<file path="src/rtl/layer_sched_pkg.sv">
// Shared types and constants for the video-layer scheduler.
// Optional hit-flash sequencing is enabled by defining LAYER_SCHED_FLASH_EN.
package layer_sched_pkg;

  typedef enum logic [1:0] {
    EFF_NONE  = 2'd0,
    EFF_FLASH = 2'd1,
    EFF_FADE  = 2'd2
  } effect_t;

  typedef enum logic [2:0] {
    ST_NORMAL   = 3'd0,
    ST_FLASH    = 3'd1,
    ST_FADE_OUT = 3'd2,
    ST_BLACK    = 3'd3,
    ST_FADE_IN  = 3'd4
  } state_t;

  localparam int LAYER_PLAYER  = 0;
  localparam int LAYER_ALIEN   = 1;
  localparam int LAYER_GOLD    = 2;
  localparam int LAYER_TERRAIN = 3;
  localparam int LAYER_SHOT    = 4;
  localparam int LAYER_SCORE   = 5;
  localparam int LAYER_LIFE    = 6;
  localparam int LAYER_SPARE   = 7;

  // Slot i holds layer i after reset (slot 0 = highest priority).
  localparam logic [7:0][2:0] PRIO_RESET = {
    3'(LAYER_SPARE), 3'(LAYER_LIFE),    3'(LAYER_SCORE), 3'(LAYER_SHOT),
    3'(LAYER_TERRAIN), 3'(LAYER_GOLD), 3'(LAYER_ALIEN), 3'(LAYER_PLAYER)
  };

  localparam logic [3:0] FADE_FULL  = 4'd15;
  localparam logic [3:0] FADE_BLACK = 4'd0;

endpackage

</file>
<file path="src/rtl/layer_scheduler_prio_select.sv">
// Combinational priority scan: first table slot whose layer is requesting wins.
// Absent layers never win; a duplicated layer wins at its highest-priority slot.
module layer_prio_select #(
  parameter int NUM_LAYERS = 8,
  parameter int LW         = $clog2(NUM_LAYERS)
) (
  input  logic [NUM_LAYERS-1:0][LW-1:0] i_table,
  input  logic [NUM_LAYERS-1:0]         i_req,
  output logic                          o_valid,
  output logic [LW-1:0]                 o_layer
);

  always_comb begin
    o_valid = 1'b0;
    o_layer = '0;
    // Scan from lowest priority upward so the highest-priority hit is written last.
    for (int s = NUM_LAYERS - 1; s >= 0; s--) begin
      if (i_req[i_table[s]]) begin
        o_valid = 1'b1;
        o_layer = i_table[s];
      end
    end
  end

endmodule

</file>
<file path="src/rtl/layer_scheduler.sv">
// Frame-synchronous layer arbiter and screen-effect sequencer for the objects mux.
// Define LAYER_SCHED_FLASH_EN to include the hit-flash state and its pending flag.
module layer_scheduler
  import layer_sched_pkg::*;
#(
  parameter  int NUM_LAYERS       = 8,
  parameter  int FLASH_FRAMES     = 8,
  parameter  int FADE_STEP_FRAMES = 4,
  localparam int LW               = $clog2(NUM_LAYERS)
) (
  input  logic                  clk,
  input  logic                  reset,
  input  logic                  startOfFrame,
  input  logic [NUM_LAYERS-1:0] layer_dr,
  input  logic                  prio_wr,
  input  logic [LW-1:0]         prio_slot,
  input  logic [LW-1:0]         prio_layer,
  input  logic                  hit_evt,
  input  logic                  level_end,
  input  logic                  start_level,
  output logic                  sel_valid,
  output logic [LW-1:0]         sel_layer,
  output logic [1:0]            effect,
  output logic [3:0]            fade_level,
  output logic                  fade_done,
  output logic                  busy
);

  localparam int SW = $clog2(FADE_STEP_FRAMES + 1);

  function automatic logic [3:0] fade_dec(input logic [3:0] f);
    return (f == FADE_BLACK) ? FADE_BLACK : f - 4'd1;
  endfunction

  function automatic logic [3:0] fade_inc(input logic [3:0] f);
    return (f == FADE_FULL) ? FADE_FULL : f + 4'd1;
  endfunction

  logic [NUM_LAYERS-1:0][LW-1:0] r_shadow;
  logic [NUM_LAYERS-1:0][LW-1:0] r_active;
  logic                          w_sel_valid;
  logic [LW-1:0]                 w_sel_layer;
  logic                          r_sel_valid;
  logic [LW-1:0]                 r_sel_layer;

  state_t        r_state;
  effect_t       r_effect;
  logic [3:0]    r_fade;
  logic          r_fade_done;
  logic          r_busy;
  logic [SW-1:0] r_step;
  logic          r_lvl_pend;
  logic          r_start_pend;
  logic          w_lvl;
  logic          w_start;
  logic          w_step_wrap;

  // Active table only changes at a frame start, from the pre-write shadow.
  always_ff @(posedge clk) begin
    if (reset) begin
      for (int i = 0; i < NUM_LAYERS; i++) begin
        r_shadow[i] <= LW'(PRIO_RESET[i % 8]);
        r_active[i] <= LW'(PRIO_RESET[i % 8]);
      end
    end else begin
      if (startOfFrame) r_active <= r_shadow;
      if (prio_wr) r_shadow[prio_slot] <= prio_layer;
    end
  end

  layer_prio_select #(
    .NUM_LAYERS (NUM_LAYERS),
    .LW         (LW)
  ) u_prio_select (
    .i_table (r_active),
    .i_req   (layer_dr),
    .o_valid (w_sel_valid),
    .o_layer (w_sel_layer)
  );

  always_ff @(posedge clk) begin
    if (reset) begin
      r_sel_valid <= 1'b0;
      r_sel_layer <= '0;
    end else begin
      r_sel_valid <= w_sel_valid;
      r_sel_layer <= w_sel_layer;
    end
  end

`ifdef LAYER_SCHED_FLASH_EN
  localparam int FCW = (FLASH_FRAMES > 1) ? $clog2(FLASH_FRAMES) : 1;
  logic           r_hit_pend;
  logic [FCW-1:0] r_flash_cnt;
  logic [FCW-1:0] w_flash_nxt;
  logic           w_hit;
  assign w_hit       = r_hit_pend | hit_evt;
  assign w_flash_nxt = r_flash_cnt + FCW'(1);
`else
  logic w_unused_flash;
  assign w_unused_flash = hit_evt ^ (FLASH_FRAMES < 0);
`endif

  // An event arriving on the frame-start cycle itself is consumed at that frame start.
  assign w_lvl       = r_lvl_pend | level_end;
  assign w_start     = r_start_pend | start_level;
  assign w_step_wrap = (r_step == SW'(FADE_STEP_FRAMES - 1));

  always_ff @(posedge clk) begin
    if (reset) begin
      r_state      <= ST_NORMAL;
      r_effect     <= EFF_NONE;
      r_fade       <= FADE_FULL;
      r_fade_done  <= 1'b0;
      r_busy       <= 1'b0;
      r_step       <= '0;
      r_lvl_pend   <= 1'b0;
      r_start_pend <= 1'b0;
`ifdef LAYER_SCHED_FLASH_EN
      r_hit_pend   <= 1'b0;
      r_flash_cnt  <= '0;
`endif
    end else begin
      r_fade_done <= 1'b0;
      if (!startOfFrame) begin
        r_lvl_pend   <= w_lvl;
        r_start_pend <= w_start;
`ifdef LAYER_SCHED_FLASH_EN
        r_hit_pend   <= w_hit;
`endif
      end else begin
        // Every flag is consumed or dropped here unless a state keeps it below.
        r_lvl_pend   <= 1'b0;
        r_start_pend <= 1'b0;
`ifdef LAYER_SCHED_FLASH_EN
        r_hit_pend   <= 1'b0;
`endif
        case (r_state)
          ST_NORMAL: begin
            if (w_lvl) begin
              r_state  <= ST_FADE_OUT;
              r_effect <= EFF_FADE;
              r_fade   <= FADE_FULL;
              r_step   <= '0;
              r_busy   <= 1'b1;
`ifdef LAYER_SCHED_FLASH_EN
            end else if (w_hit) begin
              r_state     <= ST_FLASH;
              r_effect    <= EFF_FLASH;
              r_flash_cnt <= '0;
              r_busy      <= 1'b1;
`endif
            end
          end
`ifdef LAYER_SCHED_FLASH_EN
          ST_FLASH: begin
            if (w_lvl) begin
              r_state  <= ST_FADE_OUT;
              r_effect <= EFF_FADE;
              r_fade   <= FADE_FULL;
              r_step   <= '0;
            end else if (r_flash_cnt == FCW'(FLASH_FRAMES - 1)) begin
              r_state  <= ST_NORMAL;
              r_effect <= EFF_NONE;
              r_busy   <= 1'b0;
            end else begin
              r_flash_cnt <= w_flash_nxt;
              r_effect    <= w_flash_nxt[0] ? EFF_NONE : EFF_FLASH;
            end
          end
`endif
          ST_FADE_OUT: begin
            r_step <= w_step_wrap ? '0 : r_step + 1'b1;
            if (w_step_wrap) begin
              r_fade <= fade_dec(r_fade);
              if (fade_dec(r_fade) == FADE_BLACK) begin
                r_state     <= ST_BLACK;
                r_fade_done <= 1'b1;
              end
            end
          end
          ST_BLACK: begin
            r_fade <= FADE_BLACK;
            if (w_start) begin
              r_state <= ST_FADE_IN;
              r_step  <= '0;
            end
          end
          ST_FADE_IN: begin
            // A level end seen while brightening is replayed once back in NORMAL.
            r_lvl_pend <= w_lvl;
            r_step     <= w_step_wrap ? '0 : r_step + 1'b1;
            if (w_step_wrap) begin
              r_fade <= fade_inc(r_fade);
              if (fade_inc(r_fade) == FADE_FULL) begin
                r_state  <= ST_NORMAL;
                r_effect <= EFF_NONE;
                r_busy   <= 1'b0;
              end
            end
          end
          default: begin
            r_state  <= ST_NORMAL;
            r_effect <= EFF_NONE;
            r_fade   <= FADE_FULL;
            r_busy   <= 1'b0;
          end
        endcase
      end
    end
  end

  assign sel_valid  = r_sel_valid;
  assign sel_layer  = r_sel_layer;
  assign effect     = r_effect;
  assign fade_level = r_fade;
  assign fade_done  = r_fade_done;
  assign busy       = r_busy;

endmodule

</file>
<file path="config.mk">
export PLATFORM = sky130hd
export DESIGN_NAME = layer_scheduler
export DESIGN_NICKNAME = d
export VERILOG_FILES = /design/src/rtl/layer_sched_pkg.sv /design/src/rtl/layer_scheduler_prio_select.sv /design/src/rtl/layer_scheduler.sv
export SDC_FILE = /design/constraint.sdc
export NUM_CORES = 1
export LEC_CHECK = 0
export ABC_AREA = 1
export ABC_CLOCK_PERIOD_IN_PS = 3200
export BUFFER_PORTS_ARGS = -buffer_cell sky130_fd_sc_hd__buf_2
export CORE_MARGIN = 5
export CORE_UTILIZATION = 35
export CTS_CLUSTER_SIZE = 14
export DETAILED_ROUTE_END_ITERATION = 8
export SLEW_MARGIN = 20
export SYNTH_ARGS = -nofsm -noshare
export SYNTH_HDL_FRONTEND = slang
export SYNTH_SLANG_ARGS = --single-unit
</file>
<file path="constraint.sdc">
create_clock -name clk -period 3.2 [get_ports clk]
set_clock_uncertainty 0.05 [all_clocks]
set_input_delay 0.48 -clock clk [delete_from_list [all_inputs] [get_ports clk]]
set_output_delay 0.48 -clock clk [all_outputs]
set_load 0.02 [all_outputs]
</file>
==> qor.csv <==
metric;value;unit
status;finished clean;
fin_cells;680;
final_core_util;0.4123;
final.setup.tns;0;ps
maxCapViolations;0;
final-hold-violation-count;0;
path_cells;ha_1 -> nand2_1 -> inv_1 -> nor3_1 -> a21oi_1 -> nand3_1 -> nand2_1 -> nor3b_1 -> o21ai_0 -> a21oi_1;
min_from;start_level;
slowest_delay;470;ps
crit_start;fade_level[0];
post-route-period-util;0.6029;
gp_congestion;0.8616;
syn2layout_area_growth;14.06;%
leakage;1.827;nW
wl_per_cell;12.39;um
cts_tree;built;
vias;3316;
crit_path_start_kind;flip-flop;
fmax;518.4;MHz
path_class;flip-flop to flip-flop;
hold_path.class;input pin to flip-flop;
avgSynthCellArea;6.560;sq um
syn_nets;538;
stdcell_area;3846;sq um
htree_levels;3;
ctsHoldBuffers;0;
grt_pass1_vias;2970;
clockRootBuffer;clkbuf_8;
synth_cells;514;
cts_buffer_depth;2;
reg2reg_depth;10;
grt_pass1_wl;14.19;mm
min_to;r_start_pend;
mostFrequentLayoutCell;nand2_1;
rrSetupSlack;1270;ps
drv_slew;0;
max-slew-margin-rel;0.4170;
core;9328;sq um
layout_common_cells;nand2_1, inv_1, dfxtp_1, a21oi_1, o21ai_0;
yosys.area.top_type_share;0.3918;
postCtsSetupRepairBufs;0;
worst_slew_pin_slew;873.5;ps
drc;0;
clock_sink_count;66;
clk_pin_slew;70;ps
yosysSeqAreaShare;0.3918;
r2r_start;fade_level[0];
num_io_pins;33;
die_area;11700;sq um
yosysTopAreaCell;dfxtp_1;
gr-usage-all-layers;0.1516;
postCtsResizedCells;0;
cpMaxStageDelayCell;dfxtp_1;
grt_max_degree;32;
dp_cells;664;
gr-total-overflow;0;
synth_area_leaders;dfxtp_1, nand2_1, a21oi_1;
hpwl;6.383;mm
die_x;108.2;um
synth_area;3372;sq um
cp_data_arrival_time;2150;ps
vias_per_cell;4.876;
fillCellCount;993;
grt_setup_unrepaired;false;
drive_gt1_frac;0.1053;
cp.required;3420;ps
yosysWarnings;0;
drt-initial-drc-count;162;
setup_violations;0;
synth_cell_types;29;
place_area;3649;sq um
row_count;35;
p_per_area;611.3;nW/um^2
finalNetCount;570;
port_buffers;30;
cp-end-kind;flip-flop;
min_period;1929;ps
ir_worst_vdd;0.2624;mV
ant_nets;0;
n_antenna_cell;0;
cts_buffers;9;
dr.pass1.iters;5;
start_util;0.3615;
clk_latency;340;ps
finalWirelength;8.425;mm
die_h;108.2;um
reg2reg_to;effect[1];
crit_fanout;8;
min_delay_path_depth;3;
p_total;2.351;mW
antenna_found_initial;0;
ys_ff_latch;66;
critical path: cells and delay by family, from the launching register on:
kind,cells,cell delay [ps]
buf+inv,1,80
compound gates,3,440
flops,1,470
simple gates,5,590
fa+ha+maj,1,240
synth_stat cells (all sizes together):
master  instances
conb            1
o211ai         10
ha              3
a21oi          63
nor3            3
clkbuf          6
dfxtp          66
nor3b           1
a22oi           8
clkinv          1
o22ai           5
o21ai          51
nor2           41
nand2         130
nand3          33
buf             5
o31ai           1
nor4            3
inv            82
o21a            1
final cells by class:
cell class              count  area, sq um  share of cell area
multi-input cells         354         1689              0.4392
flip-flops and latches     66         1321              0.3435
inverters                  83        311.5             0.08100
repair buffers             32        165.2             0.04294
clock buffers              14        162.7             0.04229
well taps                 129        161.4             0.04196
clock inverters             2        35.03            0.009109
worst max path at each step:
stage                  to  cells past startpoint
4_1_cts         effect[1]                     10
6_report        effect[1]                     10
2_1_floorplan  r_state[2]                     10
3_5_place_dp    fade_done                      5
3_3_place_gp    fade_done                      5
5_1_grt         effect[1]                     10
state kept, by name, indices dropped and copies added, names as in the netlist:
signal / count
r_active: 24
fade_done: 1
sel_valid: 1
effect: 1
r_state: 3
sel_layer: 3
r_lvl_pend: 1
r_shadow: 24
r_start_pend: 1
r_step: 3
fade_level: 4
per-layer routing:
layer	vias to the layer above	track usage	wire length [um]	share of wire
met2	84	0.2340	3653	0.43
met5	-	0	0	0
met4	0	0.05591	155	0.018
met3	14	0.03164	377	0.045
li1	1737	-	-	-
met1	1481	0.2084	4238	0.50
where the power goes:
group          switching (mW)  total, mW  internal (mW)  leakage (nW)
sequential             0.0632      0.953          0.890         0.538
clock                   0.302      0.705          0.403         0.101
combinational           0.469      0.694          0.224          1.19
total                   0.835       2.35           1.52          1.83
through the flow:
step | hold slack (ps) | worst slack, ps
6_report | 370.9 | 1271
5_1_grt | 370.1 | 1027
4_1_cts | 346.2 | 1272
3_5_place_dp | 385.7 | 1212
3_3_place_gp | 381.3 | 1250
2_1_floorplan | 371.8 | 1413
kinds of logic (layout without fill, tap and decap cells):
group                    count (synthesis)  count (layout)  synth area share
AND/OR/NAND/NOR                        211             211            0.2605
AO/OA/AOI/OAI                          139             139            0.2282
buffers and inverters                   94             131            0.1072
flip-flops                              66              66            0.3918
adder cells (fa/ha/maj)                  3               3           0.01113
other                                    1               1          0.001112
No activity file was read; power rests on OpenSTA's default activity.
